**src/rtl/rf_writeback_ctrl_if.sv**
```systemverilog
// Writeback bundle: ALU and long-latency result handshakes, issue notification,
// and the register bank write port.
interface rf_writeback_ctrl_if #(
  parameter int DATA_W = 32
);
  logic              alu_valid;
  logic              alu_ready;
  logic [4:0]        alu_reg;
  logic [DATA_W-1:0] alu_data;
  logic              lsu_valid;
  logic              lsu_ready;
  logic [4:0]        lsu_reg;
  logic [DATA_W-1:0] lsu_data;
  logic              iss_valid;
  logic [4:0]        iss_reg;
  logic              regwrite;
  logic [4:0]        wreg;
  logic [DATA_W-1:0] WriteData;

  modport master (
    output alu_valid, alu_reg, alu_data,
    output lsu_valid, lsu_reg, lsu_data,
    output iss_valid, iss_reg,
    input  alu_ready, lsu_ready,
    input  regwrite, wreg, WriteData
  );

  modport slave (
    input  alu_valid, alu_reg, alu_data,
    input  lsu_valid, lsu_reg, lsu_data,
    input  iss_valid, iss_reg,
    output alu_ready, lsu_ready,
    output regwrite, wreg, WriteData
  );
endinterface

```
**src/rtl/rf_writeback_ctrl.sv**
```systemverilog
// Merges the single-cycle ALU path and the FIFO-buffered long-latency path onto
// the register bank write port, and tracks in-flight long-latency destinations.
module rf_writeback_ctrl #(
  parameter int DEPTH        = 4,
  parameter int STARVE_LIMIT = 8,
  parameter int DATA_W       = 32
) (
  input  logic                    clk,
  input  logic                    rst_n,
  rf_writeback_ctrl_if.slave      wb,
  output logic [31:0]             pending,
  output logic [$clog2(DEPTH):0]  fifo_count
);
  localparam int AW = $clog2(DEPTH);
  localparam int CW = AW + 1;
  localparam int SW = $clog2(STARVE_LIMIT + 1);

  logic [4:0]        fifo_reg  [DEPTH];
  logic [DATA_W-1:0] fifo_data [DEPTH];
  logic [AW-1:0]     wr_ptr, rd_ptr;
  logic [CW-1:0]     count;
  logic [SW-1:0]     starve_cnt;

  logic              empty, full, starved;
  logic              alu_fire, alu_wr, push, pop;
  logic              vld_p0;
  logic [4:0]        sel_reg_p0;
  logic [DATA_W-1:0] sel_data_p0;
  logic [31:0]       pending_nxt;

  assign empty   = (count == '0);
  assign full    = (count == CW'(DEPTH));
  assign starved = (starve_cnt >= SW'(STARVE_LIMIT));

  assign wb.alu_ready = rst_n && (!starved || empty);
  assign wb.lsu_ready = rst_n && !full;

  // A zero-destination ALU result is consumed but leaves the write slot free.
  assign alu_fire = wb.alu_valid && wb.alu_ready;
  assign alu_wr   = alu_fire && (wb.alu_reg != 5'd0);
  assign pop      = !empty && !alu_wr;
  assign push     = wb.lsu_valid && wb.lsu_ready && (wb.lsu_reg != 5'd0);

  always_comb begin
    vld_p0      = alu_wr || pop;
    sel_reg_p0  = alu_wr ? wb.alu_reg  : fifo_reg[rd_ptr];
    sel_data_p0 = alu_wr ? wb.alu_data : fifo_data[rd_ptr];
  end

  // Issue sets after a pop clears, so a re-issue of the retiring register survives.
  always_comb begin
    pending_nxt = pending;
    if (pop) pending_nxt[fifo_reg[rd_ptr]] = 1'b0;
    if (wb.iss_valid && (wb.iss_reg != 5'd0)) pending_nxt[wb.iss_reg] = 1'b1;
    pending_nxt[0] = 1'b0;
  end

  always_ff @(posedge clk) begin
    if (push) begin
      fifo_reg[wr_ptr]  <= wb.lsu_reg;
      fifo_data[wr_ptr] <= wb.lsu_data;
    end
  end

  always_ff @(posedge clk or negedge rst_n) begin
    if (!rst_n) begin
      wr_ptr     <= '0;
      rd_ptr     <= '0;
      count      <= '0;
      starve_cnt <= '0;
      pending    <= '0;
    end else begin
      if (push) wr_ptr <= wr_ptr + 1'b1;
      if (pop)  rd_ptr <= rd_ptr + 1'b1;
      case ({push, pop})
        2'b10:   count <= count + 1'b1;
        2'b01:   count <= count - 1'b1;
        default: count <= count;
      endcase
      if (empty || pop)  starve_cnt <= '0;
      else if (!starved) starve_cnt <= starve_cnt + 1'b1;
      pending <= pending_nxt;
    end
  end

  // Write port stage: selection made in p0 is presented for exactly one cycle.
  always_ff @(posedge clk or negedge rst_n) begin
    if (!rst_n) begin
      wb.regwrite  <= 1'b0;
      wb.wreg      <= '0;
      wb.WriteData <= '0;
    end else begin
      wb.regwrite <= vld_p0;
      if (vld_p0) begin
        wb.wreg      <= sel_reg_p0;
        wb.WriteData <= sel_data_p0;
      end
    end
  end

  assign fifo_count = count;
endmodule

```
**src/flat_wrapper.sv**
```systemverilog
// flat-port wrapper written by rule: the top's interface ports become plain ports
module rf_writeback_ctrl_flat 
#(
  parameter int DEPTH        = 4,
  parameter int STARVE_LIMIT = 8,
  parameter int DATA_W       = 32
)
  (clk, rst_n, pending, fifo_count, wb_alu_valid, wb_alu_reg, wb_alu_data, wb_lsu_valid, wb_lsu_reg, wb_lsu_data, wb_iss_valid, wb_iss_reg, wb_alu_ready, wb_lsu_ready, wb_regwrite, wb_wreg, wb_WriteData);
  rf_writeback_ctrl_if #(.DATA_W(DATA_W)) wb_i ();
  input  logic clk;
  input  logic rst_n;
  output logic [31:0] pending;
  output logic [$clog2(DEPTH):0] fifo_count;
  input wire logic [$bits(wb_i.alu_valid)-1:0] wb_alu_valid;
  input wire logic [$bits(wb_i.alu_reg)-1:0] wb_alu_reg;
  input wire logic [$bits(wb_i.alu_data)-1:0] wb_alu_data;
  input wire logic [$bits(wb_i.lsu_valid)-1:0] wb_lsu_valid;
  input wire logic [$bits(wb_i.lsu_reg)-1:0] wb_lsu_reg;
  input wire logic [$bits(wb_i.lsu_data)-1:0] wb_lsu_data;
  input wire logic [$bits(wb_i.iss_valid)-1:0] wb_iss_valid;
  input wire logic [$bits(wb_i.iss_reg)-1:0] wb_iss_reg;
  output wire logic [$bits(wb_i.alu_ready)-1:0] wb_alu_ready;
  output wire logic [$bits(wb_i.lsu_ready)-1:0] wb_lsu_ready;
  output wire logic [$bits(wb_i.regwrite)-1:0] wb_regwrite;
  output wire logic [$bits(wb_i.wreg)-1:0] wb_wreg;
  output wire logic [$bits(wb_i.WriteData)-1:0] wb_WriteData;
  assign wb_i.alu_valid = wb_alu_valid;
  assign wb_i.alu_reg = wb_alu_reg;
  assign wb_i.alu_data = wb_alu_data;
  assign wb_i.lsu_valid = wb_lsu_valid;
  assign wb_i.lsu_reg = wb_lsu_reg;
  assign wb_i.lsu_data = wb_lsu_data;
  assign wb_i.iss_valid = wb_iss_valid;
  assign wb_i.iss_reg = wb_iss_reg;
  assign wb_alu_ready = wb_i.alu_ready;
  assign wb_lsu_ready = wb_i.lsu_ready;
  assign wb_regwrite = wb_i.regwrite;
  assign wb_wreg = wb_i.wreg;
  assign wb_WriteData = wb_i.WriteData;
  rf_writeback_ctrl #(.DEPTH(DEPTH), .STARVE_LIMIT(STARVE_LIMIT), .DATA_W(DATA_W)) u_core (.clk(clk), .rst_n(rst_n), .wb(wb_i), .pending(pending), .fifo_count(fifo_count));
endmodule
```
**config.mk**
```make
export PLATFORM = sky130hd
export DESIGN_NAME = rf_writeback_ctrl_flat
export DESIGN_NICKNAME = d
export VERILOG_FILES = /design/src/rtl/rf_writeback_ctrl_if.sv /design/src/rtl/rf_writeback_ctrl.sv /design/src/flat_wrapper.sv
export SDC_FILE = /design/constraint.sdc
export NUM_CORES = 1
export LEC_CHECK = 0
export BUFFER_PORTS_ARGS = -buffer_cell sky130_fd_sc_hd__buf_2
export CORE_MARGIN = 2
export CORE_UTILIZATION = 56
export CTS_CLUSTER_SIZE = 28
export DETAILED_ROUTE_END_ITERATION = 8
export PLACE_DENSITY = 0.86
export SKIP_CTS_REPAIR_TIMING = 1
export SYNTH_ARGS = -nofsm -noshare
export SYNTH_HDL_FRONTEND = slang
export SYNTH_SLANG_ARGS = --single-unit
```
**constraint.sdc**
```tcl
create_clock -name clk -period 2.6 [get_ports clk]
set_clock_uncertainty 0.05 [all_clocks]
set_input_delay 0.52 -clock clk [delete_from_list [all_inputs] [get_ports clk]]
set_output_delay 0.52 -clock clk [all_outputs]
set_load 0.01 [all_outputs]
```
Yosys cells after proc, flatten, opt, wreduce, memory -nomap -nowiden
Memories as Yosys holds them, arrays and structs flattened.
Cells that the tools add are included.

cells by class
  add/sub/neg operators = 5
  multipliers = 0
  div/mod/pow operators = 0
  order comparisons = 5
  equal/unequal tests = 4
  shifts and indexed selects = 0
  muxes and demuxes = 13
  bitwise operators = 3
  reduce and logical (&&, ||, !) cells = 22

operators by type and width
  cell                                                                                 number
  32-bit two-way mux                                                                   3
  32-bit AND                                                                           1
  32-bit inverter                                                                      1
  32-bit OR                                                                            1
  5-bit nonzero test                                                                   3
  5-bit by 6-bit less-than comparator with 1-bit output, second input constant         2
  1-bit demux with 5-bit select                                                        2
  5-bit by 1-bit greater-or-equal comparator with 1-bit output, second input constant  2
  1-bit logical AND                                                                    10
  4-bit two-way mux                                                                    2
  3-bit one-hot mux with 2 select lines                                                1
  5-bit two-way mux                                                                    1
  2-bit by 1-bit adder with 2-bit output, second input constant                        2
  4-bit by 1-bit adder with 4-bit output, second input constant                        1
  4-bit greater-or-equal comparator, second input constant                             1
  1-bit logical NOT                                                                    4
  1-bit two-way mux                                                                    4
  3-bit by 1-bit adder with 3-bit output, second input constant                        1
  3-bit == test, second input constant                                                 1
  3-bit logical NOT                                                                    1
  1-bit logical OR                                                                     3
  3-bit by 1-bit subtractor with 3-bit output, second input constant                   1
  2-bit by 1-bit == test with 1-bit output, second input constant                      1
  2-bit == test, second input constant                                                 1
  other kinds (2)                                                                      2

word-level totals
  flip-flop bits (word level) = 80
  bits in latches = 0
  memory bits (writable) = 148
  memory bits (read-only) = 0
  output and inout bits = 75
  logic and storage cells = 62
  memories kept = 2

memory list
  name              depth  bits a word  read ports  clocked after memory_dff  wr ports  line                     source
  u_core.fifo_data  4      32           1           0                         1         rf_writeback_ctrl.sv:19  logic [DATA_W-1:0] fifo_data [DEPTH];
  u_core.fifo_reg   4      5            1           0                         1         rf_writeback_ctrl.sv:18  logic [4:0] fifo_reg [DEPTH];

Logic depth before layout (Yosys ltp)
  depth in word-level cells = 11
  depth in mapped cells = 10
  depth with buffers taken out = 10

Worst setup path after synthesis
OpenSTA, ideal clock, no wires.

  kind = input to register
  start point = input port wb_alu_reg[0]
  end point = register u_core.count[2], in the netlist u_core.fifo_count[2]
  setup time = 0.079 ns
  arrival = 2.515 ns
  slack = -0.044 ns
  cell stages on the path = 9
  buffers on the path = 0
  cell sequence = or4_4 o2111a_2 nor2_1 ha_1 inv_1 fa_1 xor2_1 nor2_1 xor2_1

on the way
  word-level cells in the longest chain between the ends = 6

ends and longest elaborated chain
  element                                                                             line                     source
  start: declaration                                                                  flat_wrapper.sv:15       input wire logic [$bits(wb_i.alu_reg)-1:0] wb_alu_reg;
  5-bit nonzero test (*)                                                              rf_writeback_ctrl.sv:40  assign alu_wr = alu_fire && (wb.alu_reg != 5'd0);
  1-bit logical AND (*)                                                               rf_writeback_ctrl.sv:40
  1-bit logical NOT (*)                                                               rf_writeback_ctrl.sv:41  assign pop = !empty && !alu_wr;
  1-bit logical AND (*)                                                               rf_writeback_ctrl.sv:41
  2-bit by 1-bit == test with 1-bit output / 2-bit == test (equally long branches)    rf_writeback_ctrl.sv:75  case ({push, pop})
  3-bit one-hot mux with 2 select lines / 2-bit nonzero test (equally long branches)  --
  end signal: assignment                                                              rf_writeback_ctrl.sv:76  2'b10: count <= count + 1'b1;
  end signal: assignment                                                              rf_writeback_ctrl.sv:77  2'b01: count <= count - 1'b1;
  end signal: assignment                                                              rf_writeback_ctrl.sv:78  default: count <= count;
  end: declaration                                                                    rf_writeback_ctrl.sv:21  logic [CW-1:0] count;

Mark *: on every way between the ends. The rest lies on a longest branch, timed or not.
A chain may end at the register's enable or synchronous reset.

Final worst setup path
  start point = register u_core.count[1], in the netlist u_core.fifo_count[1]
  end point = output port wb_alu_ready

on the way
  word-level cells in the longest chain between the ends = 3

ends and longest elaborated chain
  element            line                     source
  3-bit logical NOT  rf_writeback_ctrl.sv:31  assign empty = (count == '0);
  1-bit logical OR   rf_writeback_ctrl.sv:35  assign wb.alu_ready = rst_n && (!starved || empty);
  1-bit logical AND  rf_writeback_ctrl.sv:35
  end: declaration   flat_wrapper.sv:22       output wire logic [$bits(wb_i.alu_ready)-1:0] wb_alu_ready;

Every way passes these cells.

==> metrics.md <==
| Metric | Value |
|---|---|
| Run status | `finished clean` |
| Width of the die | `132 um` |
| GRT overflow | `0` |
| Post-route cell area | `11200 sq um` |
| Worst skew pair latency | `0.50 ns` |
| Via count | `6208` |
| Most numerous cell in the Yosys netlist | `edfxtp_1` |
| Post-place instance area | `10400 sq um` |
| Tmin final | `2.39 ns` |
| Largest regs | `u_core.fifo_data (128), u_core.wb.WriteData (32), u_core.pending (31)` |
| Crit path kind | `reg2out` |
| Post-Synth Simple-Gate Area | `0.102` |
| Synth Area in Compound Gates | `0.0675` |
| Pleak | `4.38 nW` |
| Register area share after synthesis | `0.699` |
| # clock sinks | `228` |
| Core area | `16000 sq um` |
| Fin util | `0.702` |
| XOR/XNOR share of the synthesized area | `0.00665` |
| H-tree lvl count | `1` |
| Area contributors post-synth | `edfxtp_1 (48%), dfrtp_1 (22%), mux4_2 (9.0%), nor2_1 (3.3%), nand2_1 (3.1%)` |
| Synthesized Nets | `726` |
| Final Max Tran Viols | `0` |
| First-pass GRT wire length | `33400 um` |
| CP arrival | `1.82 ns` |
| Synth-to-Final Area Change | `21.9%` |
| Total track usage | `0.243` |
| TritonCTS clock tree | `built` |
| Largest net degree at the start of global routing | `80` |
| FF+latch count, synth | `228` |
| Worst-margin pin slew | `0.852 ns` |
| Nets | `899` |
| FP Rows | `46` |
| PortBufs | `157` |
| Area of the die | `17500 sq um` |
| Hold Vio Cnt, Final | `0` |
| GPL Wtd Cong | `0.820` |
| Post-Syn Instances | `634` |
| Main flop type after synthesis | `edfxtp_1` |
| Fin crit share | `0.919` |
| Setup Viol. Count Final | `0` |
| Unrepaired setup endpoints after global routing | `false` |
| Number of buffers created by CTS | `22` |
| Crit path launch type | `flip-flop` |
| Mapped Avg Cell Area | `14.5 sq um` |
| Count of antenna-violating nets left after detailed routing | `0` |
| 1st-pass router iterations | `5` |
| Reg with most FFs | `u_core.fifo_data` |
| CP required | `2.03 ns` |
| Synth unique cells | `39` |
| Antenna violations before repair | `2` |
| Power Dens Cells | `1140 nW/um^2` |
| Synth area leader | `edfxtp_1` |
| IO Pins | `159` |
| Vias/cell | `5.96` |
| Crit path max fanout | `6` |
| # DRC | `0` |
| Min-Delay Path Class | `in2reg` |
| Yosys top cell area share | `0.482` |
| Share of layout cells above drive strength 1 | `0.337` |
| Max_cap viols | `0` |
| Relative slew slack | `0.432` |
| Hpwl dp | `13800 um` |
| Routed wire per std cell | `20.4 um` |
| Multiplexer share of the synthesized area | `0.0916` |
| VDD IR max | `0.000683 V` |
| Largest register FFs | `128` |
| Largest family of logic cells by synthesized area | `simple AND/OR/NAND/NOR gates` |
| Vias in the first global route | `6232` |
| Clk slew on worst S/H paths | `0.06 ns` |
| Die Ht | `132 um` |
| Adder-Cell Fraction of Synth Area | `0.0117` |
| Initial core utilization | `0.576` |
| Fillers | `1054` |
| Cell Area, Synth | `9220 sq um` |
| F_max | `419 MHz` |
| CP endpoint kind | `primary output` |
| Post-synth EDFFs | `148` |
| Ys Warns | `0` |
| Clock Tree Root | `clkbuf_16` |
| Total Wirelength | `21300 um` |
| DR iter-0 viols | `560` |
| Max clock buf depth | `3` |
| Worst reg2reg setup slack | `0.34 ns` |
| Top post-synthesis cells by count | `edfxtp_1 (148), dfrtp_1 (80), nor2_1 (80)` |
| Post-synth ARST share | `0.351` |
==> through the flow <==
step           worst slack (ns)  hold slack, ns  power (W)  cells   TNS, ns
2_1_floorplan          -0.00248           0.174    0.00781    634  -0.00248
3_3_place_gp             -0.132           0.427    0.00925    998    -0.312
3_5_place_dp             -0.173           0.435    0.00941    998    -0.459
4_1_cts                   0.184         -0.0335     0.0129   1038         0
5_1_grt                   0.154           0.182     0.0134   1039         0
6_report                  0.211           0.187     0.0128   1041         0
==> critical path, stage by stage (launching register included) <==
cell and delay [ns]:
dfrtp_1 0.44, or3_2 0.53, a21oi_1 0.20, buf_2 0.16
==> power by group <==
| group | internal, W | total, W | switching, W |
|---|---|---|---|
| clock | 0.00215 | 0.00344 | 0.00129 |
| sequential | 0.00474 | 0.00527 | 0.000533 |
| combinational | 0.00182 | 0.00412 | 0.00230 |
==> layer usage <==
metal | routed length (um) | vias up | global-route usage | share of wire
met5 | 30 | - | 0 | 0.0014
met4 | 568 | 4 | 0.0848 | 0.027
met3 | 1770 | 54 | 0.0500 | 0.083
met2 | 10600 | 315 | 0.404 | 0.50
met1 | 8270 | 3093 | 0.323 | 0.39
li1 | - | 2742 | - | -
==> path summary, 6_finish.rpt <==
kind	from	endpoint	cells after the start
max	u_core.fifo_count[1]	wb_alu_ready	3
min	wb_lsu_data[19]	u_core.fifo_data[0][19]	1
max reg2reg	u_core.rd_ptr[0]	u_core.pending[24]	3
min reg2reg	u_core.pending[29]	u_core.pending[29]	1
max in group asynchronous	rst_n	u_core.rd_ptr[1]	3
min in group asynchronous	rst_n	u_core.fifo_count[1]	3
==> cells by family (layout without fill, tap and decap cells) <==
logic type	after synthesis	in the layout
other	1	3
XOR/XNOR	7	7
buffers and inverters	48	237
AO/OA/AOI/OAI	92	92
flip-flops	228	228
multiplexers	38	38
adder cells (fa/ha/maj)	8	8
AND/OR/NAND/NOR	212	212
==> layout by cell type, fill, tap and decap left out, types with 4 or more instances in the layout <==
master	Yosys	routed
buf_12	0	4
or3b_2	4	4
clkinv_2	0	4
o32a_1	12	12
nand3b_1	9	9
a21oi_1	17	17
dfrtp_1	80	78
o21ai_0	13	13
clkbuf_16	0	23
a31oi_1	36	36
nand2_1	75	75
o22a_1	4	4
o41ai_1	4	4
xnor2_1	4	4
clkbuf_8	0	5
nor3_1	19	18
nand3_1	6	6
edfxtp_1	148	148
ha_1	7	7
buf_4	2	25
buf_2	4	156
inv_1	11	11
bufinv_16	0	4
and2_2	0	4
mux4_2	37	37
nor2_1	80	79
==> area by class of cell <==
class | instances | area, sq um | share of cell area
multi-input combinational | 358 | 2610 | 0.232
antenna | 2 | 5.00 | 0.000445
sequential | 228 | 6450 | 0.574
tap | 216 | 270 | 0.0240
timing repair buffer | 186 | 1060 | 0.0942
clock buffer | 30 | 652 | 0.0580
clock inverter | 10 | 151 | 0.0135
inverter | 11 | 41.3 | 0.00367
Power figures use the tool's default switching activity.
